## config.mk

```make
export PLATFORM = sky130hd
export DESIGN_NAME = riscv_test_monitor_flat
export DESIGN_NICKNAME = d
export VERILOG_FILES = /design/src/rtl/riscv_test_monitor_if.sv /design/src/rtl/riscv_test_monitor.sv /design/src/flat_wrapper.sv
export SDC_FILE = /design/constraint.sdc
export NUM_CORES = 1
export LEC_CHECK = 0
export CAP_MARGIN = 20
export CORE_MARGIN = 1
export CORE_UTILIZATION = 47
export CTS_BUF_LIST = sky130_fd_sc_hd__clkbuf_4 sky130_fd_sc_hd__clkbuf_8
export DETAILED_ROUTE_END_ITERATION = 8
export GPL_TIMING_DRIVEN = 0
export PLACE_DENSITY = 0.86
export SYNTH_ARGS = -nofsm -noshare
export SYNTH_HDL_FRONTEND = slang
export SYNTH_SLANG_ARGS = --single-unit
```

## constraint.sdc

```tcl
create_clock -name clk -period 2.8 [get_ports clk]
set_input_delay 0.56 -clock clk [delete_from_list [all_inputs] [get_ports clk]]
set_output_delay 0.56 -clock clk [all_outputs]
set_load 0.02 [all_outputs]
```

## src/rtl/riscv_test_monitor_if.sv

```systemverilog
// Monitor bus: core observation inputs (retire, write-back, store) and verdict outputs.
interface riscv_test_monitor_if #(
  parameter int unsigned XLEN  = 32,
  parameter int unsigned CNT_W = 32
) ();
  logic             start;
  logic             ret_valid;
  logic [XLEN-1:0]  ret_pc;
  logic             wb_en;
  logic [4:0]       wb_addr;
  logic [XLEN-1:0]  wb_data;
  logic             st_valid;
  logic [XLEN-1:0]  st_addr;
  logic [XLEN-1:0]  st_data;
  logic             done;
  logic             pass;
  logic             fail;
  logic             timeout;
  logic [XLEN-1:0]  fail_code;
  logic [CNT_W-1:0] cycle_cnt;
  logic [CNT_W-1:0] instret_cnt;

  modport master (
    output start, ret_valid, ret_pc, wb_en, wb_addr, wb_data, st_valid, st_addr, st_data,
    input  done, pass, fail, timeout, fail_code, cycle_cnt, instret_cnt
  );

  modport slave (
    input  start, ret_valid, ret_pc, wb_en, wb_addr, wb_data, st_valid, st_addr, st_data,
    output done, pass, fail, timeout, fail_code, cycle_cnt, instret_cnt
  );
endinterface

```

## src/rtl/riscv_test_monitor.sv

```systemverilog
// riscv-tests completion monitor: end-PC or tohost detection, sticky verdict, cycle/instret counters.
// Optional macro RISCV_TEST_MONITOR_HANG_DETECT_EN adds same-PC self-loop detection.
module riscv_test_monitor #(
  parameter int unsigned     XLEN        = 32,
  parameter int unsigned     MODE        = 0,
  parameter logic [XLEN-1:0] END_PC      = 32'h44,
  parameter logic [XLEN-1:0] TOHOST_ADDR = 32'h1000,
  parameter int unsigned     GP_IDX      = 3,
  parameter int unsigned     TIMEOUT     = 6000,
  parameter int unsigned     CNT_W       = 32
) (
  input logic clk,
  input logic rst,
  riscv_test_monitor_if.slave bus
);

  typedef enum logic [2:0] {
    S_IDLE = 3'd0,
    S_RUN  = 3'd1,
    S_PASS = 3'd2,
    S_FAIL = 3'd3,
    S_TOUT = 3'd4
  } state_t;

  localparam logic [CNT_W-1:0] LP_TO_LAST = (TIMEOUT == 0) ? '0 : CNT_W'(TIMEOUT - 1);
  localparam logic [4:0]       LP_GP      = 5'(GP_IDX);
  localparam logic             LP_TO_EN   = (TIMEOUT != 0);

  state_t           r_state, w_state_nx;
  logic [CNT_W-1:0] r_cycle, r_instret;
  logic [XLEN-1:0]  r_gp, r_fail_code, w_fail_code_d;
  logic             r_pass, r_fail, r_tout, r_done;
  logic             w_pass_d, w_fail_d, w_tout_d, w_done_d;
  logic             w_gp_wr, w_enter_run, w_to_hit, w_hang_hit;
  logic             w_end_hit, w_end_pass;
  logic [XLEN-1:0]  w_gp_eff, w_end_code;

  // gp as seen this cycle, including a same-cycle write-back
  assign w_gp_wr  = bus.wb_en && (bus.wb_addr == LP_GP);
  assign w_gp_eff = w_gp_wr ? bus.wb_data : r_gp;
  assign w_to_hit = LP_TO_EN && (r_cycle == LP_TO_LAST);

  // End-of-test event and its result, selected by MODE
  always_comb begin
    w_end_hit  = 1'b0;
    w_end_pass = 1'b0;
    w_end_code = '0;
    if (MODE == 0) begin
      w_end_hit  = bus.ret_valid && (bus.ret_pc == END_PC);
      w_end_pass = (w_gp_eff == XLEN'(1));
      w_end_code = w_gp_eff >> 1;
    end else begin
      w_end_hit  = bus.st_valid && (bus.st_addr == TOHOST_ADDR) && bus.st_data[0];
      w_end_pass = (bus.st_data == XLEN'(1));
      w_end_code = bus.st_data >> 1;
    end
  end

`ifdef RISCV_TEST_MONITOR_HANG_DETECT_EN
  logic [15:0]     r_hang_cnt, w_hang_nx;
  logic [XLEN-1:0] r_last_pc;
  logic            w_hang_ret;

  // The END_PC retire in MODE 0 is the end event, not loop evidence
  assign w_hang_ret = bus.ret_valid && !((MODE == 0) && (bus.ret_pc == END_PC));

  always_comb begin
    w_hang_nx = r_hang_cnt;
    if (w_hang_ret) begin
      w_hang_nx = ((r_hang_cnt != 16'd0) && (bus.ret_pc == r_last_pc)) ?
                  (r_hang_cnt + 16'd1) : 16'd1;
    end
  end

  assign w_hang_hit = w_hang_ret && (w_hang_nx == 16'd1024);

  always_ff @(posedge clk or negedge rst) begin
    if (!rst) begin
      r_hang_cnt <= '0;
      r_last_pc  <= '0;
    end else if (w_enter_run) begin
      r_hang_cnt <= '0;
      r_last_pc  <= '0;
    end else if ((r_state == S_RUN) && w_hang_ret) begin
      r_hang_cnt <= w_hang_nx;
      r_last_pc  <= bus.ret_pc;
    end
  end
`else
  assign w_hang_hit = 1'b0;
`endif

  // State register
  always_ff @(posedge clk or negedge rst) begin
    if (!rst) r_state <= S_IDLE;
    else      r_state <= w_state_nx;
  end

  // Next state: end event beats hang, hang beats timeout
  always_comb begin
    w_state_nx = r_state;
    case (r_state)
      S_IDLE: if (bus.start) w_state_nx = S_RUN;
      S_RUN: begin
        if (w_end_hit)       w_state_nx = w_end_pass ? S_PASS : S_FAIL;
        else if (w_hang_hit) w_state_nx = S_FAIL;
        else if (w_to_hit)   w_state_nx = S_TOUT;
      end
      S_PASS, S_FAIL, S_TOUT: if (bus.start) w_state_nx = S_RUN;
      default: w_state_nx = S_IDLE;
    endcase
  end

  assign w_enter_run = (w_state_nx == S_RUN) && (r_state != S_RUN);

  // Output decode of the next state, registered below
  always_comb begin
    w_pass_d      = (w_state_nx == S_PASS);
    w_tout_d      = (w_state_nx == S_TOUT);
    w_fail_d      = (w_state_nx == S_FAIL) || w_tout_d;
    w_done_d      = w_pass_d || w_fail_d;
    w_fail_code_d = r_fail_code;
    if (w_enter_run) begin
      w_fail_code_d = '0;
    end else if (r_state == S_RUN) begin
      if (w_state_nx == S_FAIL)      w_fail_code_d = w_end_hit ? w_end_code : '1;
      else if (w_state_nx == S_TOUT) w_fail_code_d = '1;
    end
  end

  always_ff @(posedge clk or negedge rst) begin
    if (!rst) begin
      r_pass      <= 1'b0;
      r_fail      <= 1'b0;
      r_tout      <= 1'b0;
      r_done      <= 1'b0;
      r_fail_code <= '0;
    end else begin
      r_pass      <= w_pass_d;
      r_fail      <= w_fail_d;
      r_tout      <= w_tout_d;
      r_done      <= w_done_d;
      r_fail_code <= w_fail_code_d;
    end
  end

  // Saturating counters and gp shadow, live only in RUN
  always_ff @(posedge clk or negedge rst) begin
    if (!rst) begin
      r_cycle   <= '0;
      r_instret <= '0;
      r_gp      <= '0;
    end else if (w_enter_run) begin
      r_cycle   <= '0;
      r_instret <= '0;
      r_gp      <= '0;
    end else if (r_state == S_RUN) begin
      if (r_cycle != '1)                      r_cycle   <= r_cycle + CNT_W'(1);
      if (bus.ret_valid && (r_instret != '1)) r_instret <= r_instret + CNT_W'(1);
      if (w_gp_wr)                            r_gp      <= bus.wb_data;
    end
  end

  assign bus.done        = r_done;
  assign bus.pass        = r_pass;
  assign bus.fail        = r_fail;
  assign bus.timeout     = r_tout;
  assign bus.fail_code   = r_fail_code;
  assign bus.cycle_cnt   = r_cycle;
  assign bus.instret_cnt = r_instret;

endmodule
```

## src/flat_wrapper.sv

```systemverilog
// flat-port wrapper written by rule: the top's interface ports become plain ports
module riscv_test_monitor_flat 
#(
  parameter int unsigned     XLEN        = 32,
  parameter int unsigned     MODE        = 0,
  parameter logic [XLEN-1:0] END_PC      = 32'h44,
  parameter logic [XLEN-1:0] TOHOST_ADDR = 32'h1000,
  parameter int unsigned     GP_IDX      = 3,
  parameter int unsigned     TIMEOUT     = 6000,
  parameter int unsigned     CNT_W       = 32
)
  (clk, rst, bus_start, bus_ret_valid, bus_ret_pc, bus_wb_en, bus_wb_addr, bus_wb_data, bus_st_valid, bus_st_addr, bus_st_data, bus_done, bus_pass, bus_fail, bus_timeout, bus_fail_code, bus_cycle_cnt, bus_instret_cnt);
  riscv_test_monitor_if #(.XLEN(XLEN), .CNT_W(CNT_W)) bus_i ();
  input logic clk;
  input logic rst;
  input wire logic [$bits(bus_i.start)-1:0] bus_start;
  input wire logic [$bits(bus_i.ret_valid)-1:0] bus_ret_valid;
  input wire logic [$bits(bus_i.ret_pc)-1:0] bus_ret_pc;
  input wire logic [$bits(bus_i.wb_en)-1:0] bus_wb_en;
  input wire logic [$bits(bus_i.wb_addr)-1:0] bus_wb_addr;
  input wire logic [$bits(bus_i.wb_data)-1:0] bus_wb_data;
  input wire logic [$bits(bus_i.st_valid)-1:0] bus_st_valid;
  input wire logic [$bits(bus_i.st_addr)-1:0] bus_st_addr;
  input wire logic [$bits(bus_i.st_data)-1:0] bus_st_data;
  output wire logic [$bits(bus_i.done)-1:0] bus_done;
  output wire logic [$bits(bus_i.pass)-1:0] bus_pass;
  output wire logic [$bits(bus_i.fail)-1:0] bus_fail;
  output wire logic [$bits(bus_i.timeout)-1:0] bus_timeout;
  output wire logic [$bits(bus_i.fail_code)-1:0] bus_fail_code;
  output wire logic [$bits(bus_i.cycle_cnt)-1:0] bus_cycle_cnt;
  output wire logic [$bits(bus_i.instret_cnt)-1:0] bus_instret_cnt;
  assign bus_i.start = bus_start;
  assign bus_i.ret_valid = bus_ret_valid;
  assign bus_i.ret_pc = bus_ret_pc;
  assign bus_i.wb_en = bus_wb_en;
  assign bus_i.wb_addr = bus_wb_addr;
  assign bus_i.wb_data = bus_wb_data;
  assign bus_i.st_valid = bus_st_valid;
  assign bus_i.st_addr = bus_st_addr;
  assign bus_i.st_data = bus_st_data;
  assign bus_done = bus_i.done;
  assign bus_pass = bus_i.pass;
  assign bus_fail = bus_i.fail;
  assign bus_timeout = bus_i.timeout;
  assign bus_fail_code = bus_i.fail_code;
  assign bus_cycle_cnt = bus_i.cycle_cnt;
  assign bus_instret_cnt = bus_i.instret_cnt;
  riscv_test_monitor #(.XLEN(XLEN), .MODE(MODE), .END_PC(END_PC), .TOHOST_ADDR(TOHOST_ADDR), .GP_IDX(GP_IDX), .TIMEOUT(TIMEOUT), .CNT_W(CNT_W)) u_core (.clk(clk), .rst(rst), .bus(bus_i));
endmodule
```

=== Yosys cells after proc, flatten, opt, wreduce, memory -nomap -nowiden ===
Cells that the tools add are included.
Widths: inputs -> output; s select.

* Register bits: 135
* Bits of input ports: 139
* Output and inout bits: 100
* Logic and storage cells: 60

* Add/sub/neg operators: 2
* Equal/unequal tests: 15
* Muxes and demuxes: 19
* Reductions and logical operators: 15

{| class="wikitable"
|+ Operator list
! kind !! number
|-
| $mux 32 || 14
|-
| $add 32x1->32 const B || 2
|-
| $ne 32x32->1 const B || 2
|-
| $eq 32x1->1 const B || 1
|-
| $eq 32x13->1 const B || 1
|-
| $eq 32x7->1 const B || 1
|-
| $eq 3x2->1 const B || 4
|-
| $mux 3 || 3
|-
| $eq 3x1->1 const B || 2
|-
| $eq 3x3->1 const B || 2
|-
| $pmux 3 s2 || 1
|-
| $reduce_and 2->1 || 3
|-
| $reduce_bool 2->1 || 3
|-
| $eq 5x2->1 const B || 1
|-
| $logic_and 1x1->1 || 4
|-
| $reduce_or 4->1 || 1
|-
| $logic_not 3->1 || 1
|-
| $ne 3x1->1 const B || 1
|-
| $reduce_bool 3->1 || 1
|-
| $logic_or 1x1->1 || 2
|-
| $mux 1 || 1
|}

=== Logic depth before layout (Yosys ltp) ===
* Word-level depth: 12
* Mapped depth: 9
* Gate-level depth less buffers: 7

=== Least setup slack after synthesis ===
Ideal clock, no wire load.

* Path kind: input -> register
* From: input bus_ret_pc[1]
* To: register u_core.r_fail_code[10], in the netlist u_core.bus.fail_code[10]
* Library setup time: 132 ps
* Data arrival time: 2198 ps
* Data required time: 2668 ps
* Path slack: 470 ps
* Stages: 8
* Buffers on the path: 2
* Path through: nor4b_1 > nand4_1 > or3_1 > buf_2 > a2111oi_4 > clkbuf_2 > and3_1 > o2bb2ai_1

* Cells in the longest elaborated chain, start to end: 8
* Elaborated cells between the ends (all ways): 15
* Those cells by class: 4 x eq/ne; 6 x mux; 5 x reduce/logical

{| class="wikitable"
|+ RTL lines
! what !! RTL line !! source
|-
| start: declaration || flat_wrapper.sv:18 || <nowiki>input wire logic [$bits(bus_i.ret_pc)-1:0] bus_ret_pc;</nowiki>
|-
| $eq 32x7->1 (*) || riscv_test_monitor.sv:49 || <nowiki>w_end_hit = bus.ret_valid && (bus.ret_pc == END_PC);</nowiki>
|-
| $logic_and 1x1->1 (*) || riscv_test_monitor.sv:49 ||
|-
| $mux 3 || riscv_test_monitor.sv:105 || <nowiki>if (w_end_hit) w_state_nx = w_end_pass ? S_PASS : S_FAIL;</nowiki>
|-
| $pmux 3 s2 || riscv_test_monitor.sv:102 || <nowiki>case (r_state)</nowiki>
|-
| $eq 3x2->1 / $eq 3x1->1 (equally long branches) || riscv_test_monitor.sv:126, riscv_test_monitor.sv:114 ||
|-
| $mux 32 / $logic_and 1x1->1 (equally long branches) || riscv_test_monitor.sv:126, riscv_test_monitor.sv:114 ||
|-
| $mux 32, or another cell as far along || riscv_test_monitor.sv:125 || <nowiki>end else if (r_state == S_RUN) begin</nowiki>
|-
| $mux 32 / $reduce_and 2->1 (equally long branches) || n/a ||
|-
| end signal: assignment || riscv_test_monitor.sv:143 || <nowiki>r_fail_code <= w_fail_code_d;</nowiki>
|-
| end: declaration || riscv_test_monitor.sv:31 || <nowiki>logic [XLEN-1:0] r_gp, r_fail_code, w_fail_code_d;</nowiki>
|}

Mark *: on every way between the ends. The rest lies on a longest branch, timed or not. The select of a mux whose other input is x is not followed.
A chain may end at the register's enable or synchronous reset.

=== Final worst setup path ===
* From: input bus_ret_valid
* To: register u_core.r_fail_code[17], in the netlist u_core.bus.fail_code[17]

* Cells in the longest elaborated chain, start to end: 7
* Elaborated cells between the ends (all ways): 14
* Those cells by class: 3 x eq/ne; 6 x mux; 5 x reduce/logical

{| class="wikitable"
|+ RTL lines
! what !! RTL line !! source
|-
| start: declaration || flat_wrapper.sv:17 || <nowiki>input wire logic [$bits(bus_i.ret_valid)-1:0] bus_ret_valid;</nowiki>
|-
| $logic_and 1x1->1 (*) || riscv_test_monitor.sv:49 ||
|-
| $mux 3 || riscv_test_monitor.sv:105 ||
|-
| $pmux 3 s2 || riscv_test_monitor.sv:102 ||
|-
| $eq 3x2->1 / $eq 3x1->1 (equally long branches) || riscv_test_monitor.sv:126, riscv_test_monitor.sv:114 ||
|-
| $mux 32 / $logic_and 1x1->1 (equally long branches) || riscv_test_monitor.sv:126, riscv_test_monitor.sv:114 ||
|-
| $mux 32, or another cell as far along || riscv_test_monitor.sv:125 ||
|-
| $mux 32 / $reduce_and 2->1 (equally long branches) || n/a ||
|}

Marks and branches as above.

==> impl_metrics.yaml <==
run_status:
  outcome: "complete, no violations"
synth:
  synth_xor_area_share_pct: 4.75
  ys_seq_area_share_pct: 48.2
  synth.top_cell.area_share_pct: 48.2
  yosys_warnings: 0
  synthAdderAreaFrac_pct: 0.357
  synth_flop_cell: "dfrtp_1"
  yosysMostFrequentCell: "dfrtp_1"
  syn-mean-instance-area_um2: 9.78
  synthTopCellsByCount: "dfrtp_1, nand3_1, nor2_1"
  synth-seq-cells: 135
  synth_edf_count: 0
  syn_area_um2: 7010
  synth_cells: 717
  synth_top_family_by_area: "simple AND/OR/NAND/NOR gates"
  synth_compound_area_share_pct: 11.0
  synth.distinct_cells: 57
  synth_nets: 858
  synth.area.top_cells: "dfrtp_1, mux2i_1, nand3_1, o2bb2ai_1, and3_1"
  yosys.area.top_type: "dfrtp_1"
  synthMuxAreaShare_pct: 5.42
  post_synth_and_or_nand_nor_area_fraction_pct: 27.0
  async_flop_share_pct: 100
timing:
  layout_setup_ws_ns: 0.141
  min_period_over_period_pct: 95.0
  drv_slew: 0
  worst_pin_slew_ns: 1.07
  finalSetupViolCount: 0
  fmax_mhz: 376
  skew_ns: 0.0151
  hold_viol_final: 0
  min_period_ns: 2.66
  maxSlewHeadroom_pct: 27.9
cells_and_area:
  multi_input_area_um2: 3400
  layout.cells.non_filler: 1108
  drive_gt1_share_pct: 7.58
  finalNetCount: 1053
  fillCellCount: 1196
  register_area_um2: 3380
  antenna_cells: 0
  finish.utilization_pct: 65.0
  final_area_um2: 9450
  area_delta_synth_final_pct: 34.7
pwr:
  power_leakage_nw: 4.11
  power_mw: 5.27
  peakVddDrop_mv: 0.350
  power.density_nw_per_um2: 558
placement:
  port_buffers: 173
  dp.cells: 1075
  dpl-instance-area_um2: 9000
  dp_slack_ns: -0.456
  hpwl_um: 14200
  place_congestion: 0.870
setup_path:
  cpMaxStageDelayCell: "clkdlybuf4s50_1"
  cpPeakStageDelay_ns: 0.52
  worstSetupEndpointType: "register"
  worstPathArrival_ns: 2.99
  worst-path-max-fanout: 10
  start_kind: "input pin"
  critical_path_class: "in2reg"
  path_cells: "clkdlybuf4s50_1 > nor4b_1 > nand4_1 > or3_1 > buf_2 > a2111oi_4 > buf_4 > and3_1 > o2bb2ai_1"
  required_ns: 3.14
cts:
  cts_buffers: 17
  clock_path_buffers: 2
  clk-insertion-delay-late_ns: 0.45
  clkTransAtPathRegs_ns: 0.08
  cts_max_level: 4
  cts_sinks: 135
  clockRootBuffer: "clkbuf_8"
  cts_tree: "built"
grt:
  grt.overflow.total: 0
  grt_max_degree: 104
  grt_pass1_wl_um: 31300
  grt_usage_pct: 26.5
  grt_pass1_vias: 6256
  grt_antenna_before_repair: 0
drt:
  drt-initial-drc-count: 510
  post-route-drc-count: 0
  via_count: 6624
  viasPerCell: 5.98
  dr.pass1.iters: 7
  drt-total-wl_um: 19400
  detail-route-antenna-nets: 0
  wl_per_cell_um: 17.5
die:
  die_w_um: 124
  start_util_pct: 48.3
  ios: 239
  coreArea_um2: 14500
  die-area_um2: 15400
  rows: 44
  die_h_um: 124
worst_hold_path:
  hold_class: "reg2reg"
flow_run:
  cap_violations: 0
cell type report:
cell class,count,share of cell area (%)
flip-flops and latches,135,35.8
clock inverters,14,1.85
plain buffers,47,2.37
inverters,7,0.278
multi-input cells,528,36.0
clock buffers,17,2.48
well taps,184,2.44
repair buffers,176,18.8
report_power, final:
part           leakage, nW  total (mW)  switching (mW)  internal, mW
logic                 2.15        1.10           0.568         0.533
registers             1.76        2.49           0.314          2.17
clock network        0.199        1.69           0.803         0.883
total                 4.11        5.27            1.68          3.59
through the flow:
stage	hold slack (ns)	TNS, ns
after global placement	0.466	-572.41
after CTS	0.492	0
after global routing	0.516	-0.0299
after floorplan	0.264	0
final	0.490	0
after detailed placement	0.470	-26.44
critical path, delay by kind of cell:
| family | cells | cell delay (ns) |
|---|---|---|
| buffers and inverters | 3 | 0.95 |
| AOI/OAI and AO/OA | 2 | 0.54 |
| and+or+nand+nor | 4 | 0.94 |
placed cells by master (no fill, tap or decap), types with 7 or more instances in the layout:
| cell type | Yosys | layout |
|---|---|---|
| clkdlybuf4s50_1 | 0 | 172 |
| dfrtp_1 | 135 | 135 |
| nand3_1 | 59 | 59 |
| nor2_1 | 53 | 53 |
| and3_1 | 44 | 44 |
| o21ai_0 | 43 | 43 |
| nand2_1 | 42 | 42 |
| mux2i_1 | 38 | 38 |
| o2bb2ai_1 | 32 | 32 |
| nor4_1 | 26 | 25 |
| nand4_1 | 24 | 24 |
| xnor2_1 | 22 | 22 |
| clkbuf_1 | 24 | 21 |
| nor3_1 | 21 | 21 |
| a21oi_1 | 20 | 20 |
| clkbuf_8 | 0 | 17 |
| xor2_1 | 16 | 16 |
| or3_1 | 11 | 11 |
| or4_1 | 10 | 10 |
| buf_2 | 10 | 10 |
| and4_1 | 9 | 9 |
| nor4b_1 | 8 | 8 |
| buf_4 | 3 | 7 |
| inv_1 | 7 | 7 |
path summary, 6_finish.rpt:
check	slack (ns)	cells after the start	startpoint	end
setup / recovery	0.14	9	bus_ret_valid	u_core.bus.fail_code[17]
hold / removal	0.49	2	u_core.r_gp[0]	u_core.r_gp[0]
setup reg to reg	0.18	6	u_core.bus.cycle_cnt[14]	u_core.bus.cycle_cnt[6]
hold reg to reg	0.49	2	u_core.r_gp[0]	u_core.r_gp[0]
max in group asynchronous	1.43	3	rst	u_core.bus.instret_cnt[0]
min in group asynchronous	0.56	2	rst	u_core.bus.instret_cnt[16]
sequential cells by signal, summed over array words and instances, names as in the netlist:
signal	cells
u_core.bus.cycle_cnt	32
u_core.bus.done	1
u_core.bus.fail	1
u_core.bus.fail_code	32
u_core.bus.instret_cnt	32
u_core.bus.pass	1
u_core.bus.timeout	1
u_core.r_gp	32
u_core.r_state	3
layer usage:
layer	global-route usage (%)	vias to the layer above	wire length, um
li1	-	3070	-
met1	34.3	3204	8260
met2	44.2	303	9400
met3	5.13	47	1340
met4	9.23	0	431
met5	0	-	0
timing repair:
item	in CTS	in global routing
hold buffers	1	0
hold endpoints to repair	32	0
endpoints found under the setup margin	0	53
resized for setup	0	15
setup buffers	0	1
kinds of logic (layout without fill, tap and decap cells):
family                   count (synthesis)  in the layout
AO/OA/AOI/OAI                          114            114
XOR/XNOR                                38             38
adder cells (fa/ha/maj)                  2              2
buffers and inverters                   54            261
flip-flops                             135            135
multiplexers                            38             38
AND/OR/NAND/NOR                        336            336
(Power assumes the default switching activity.)
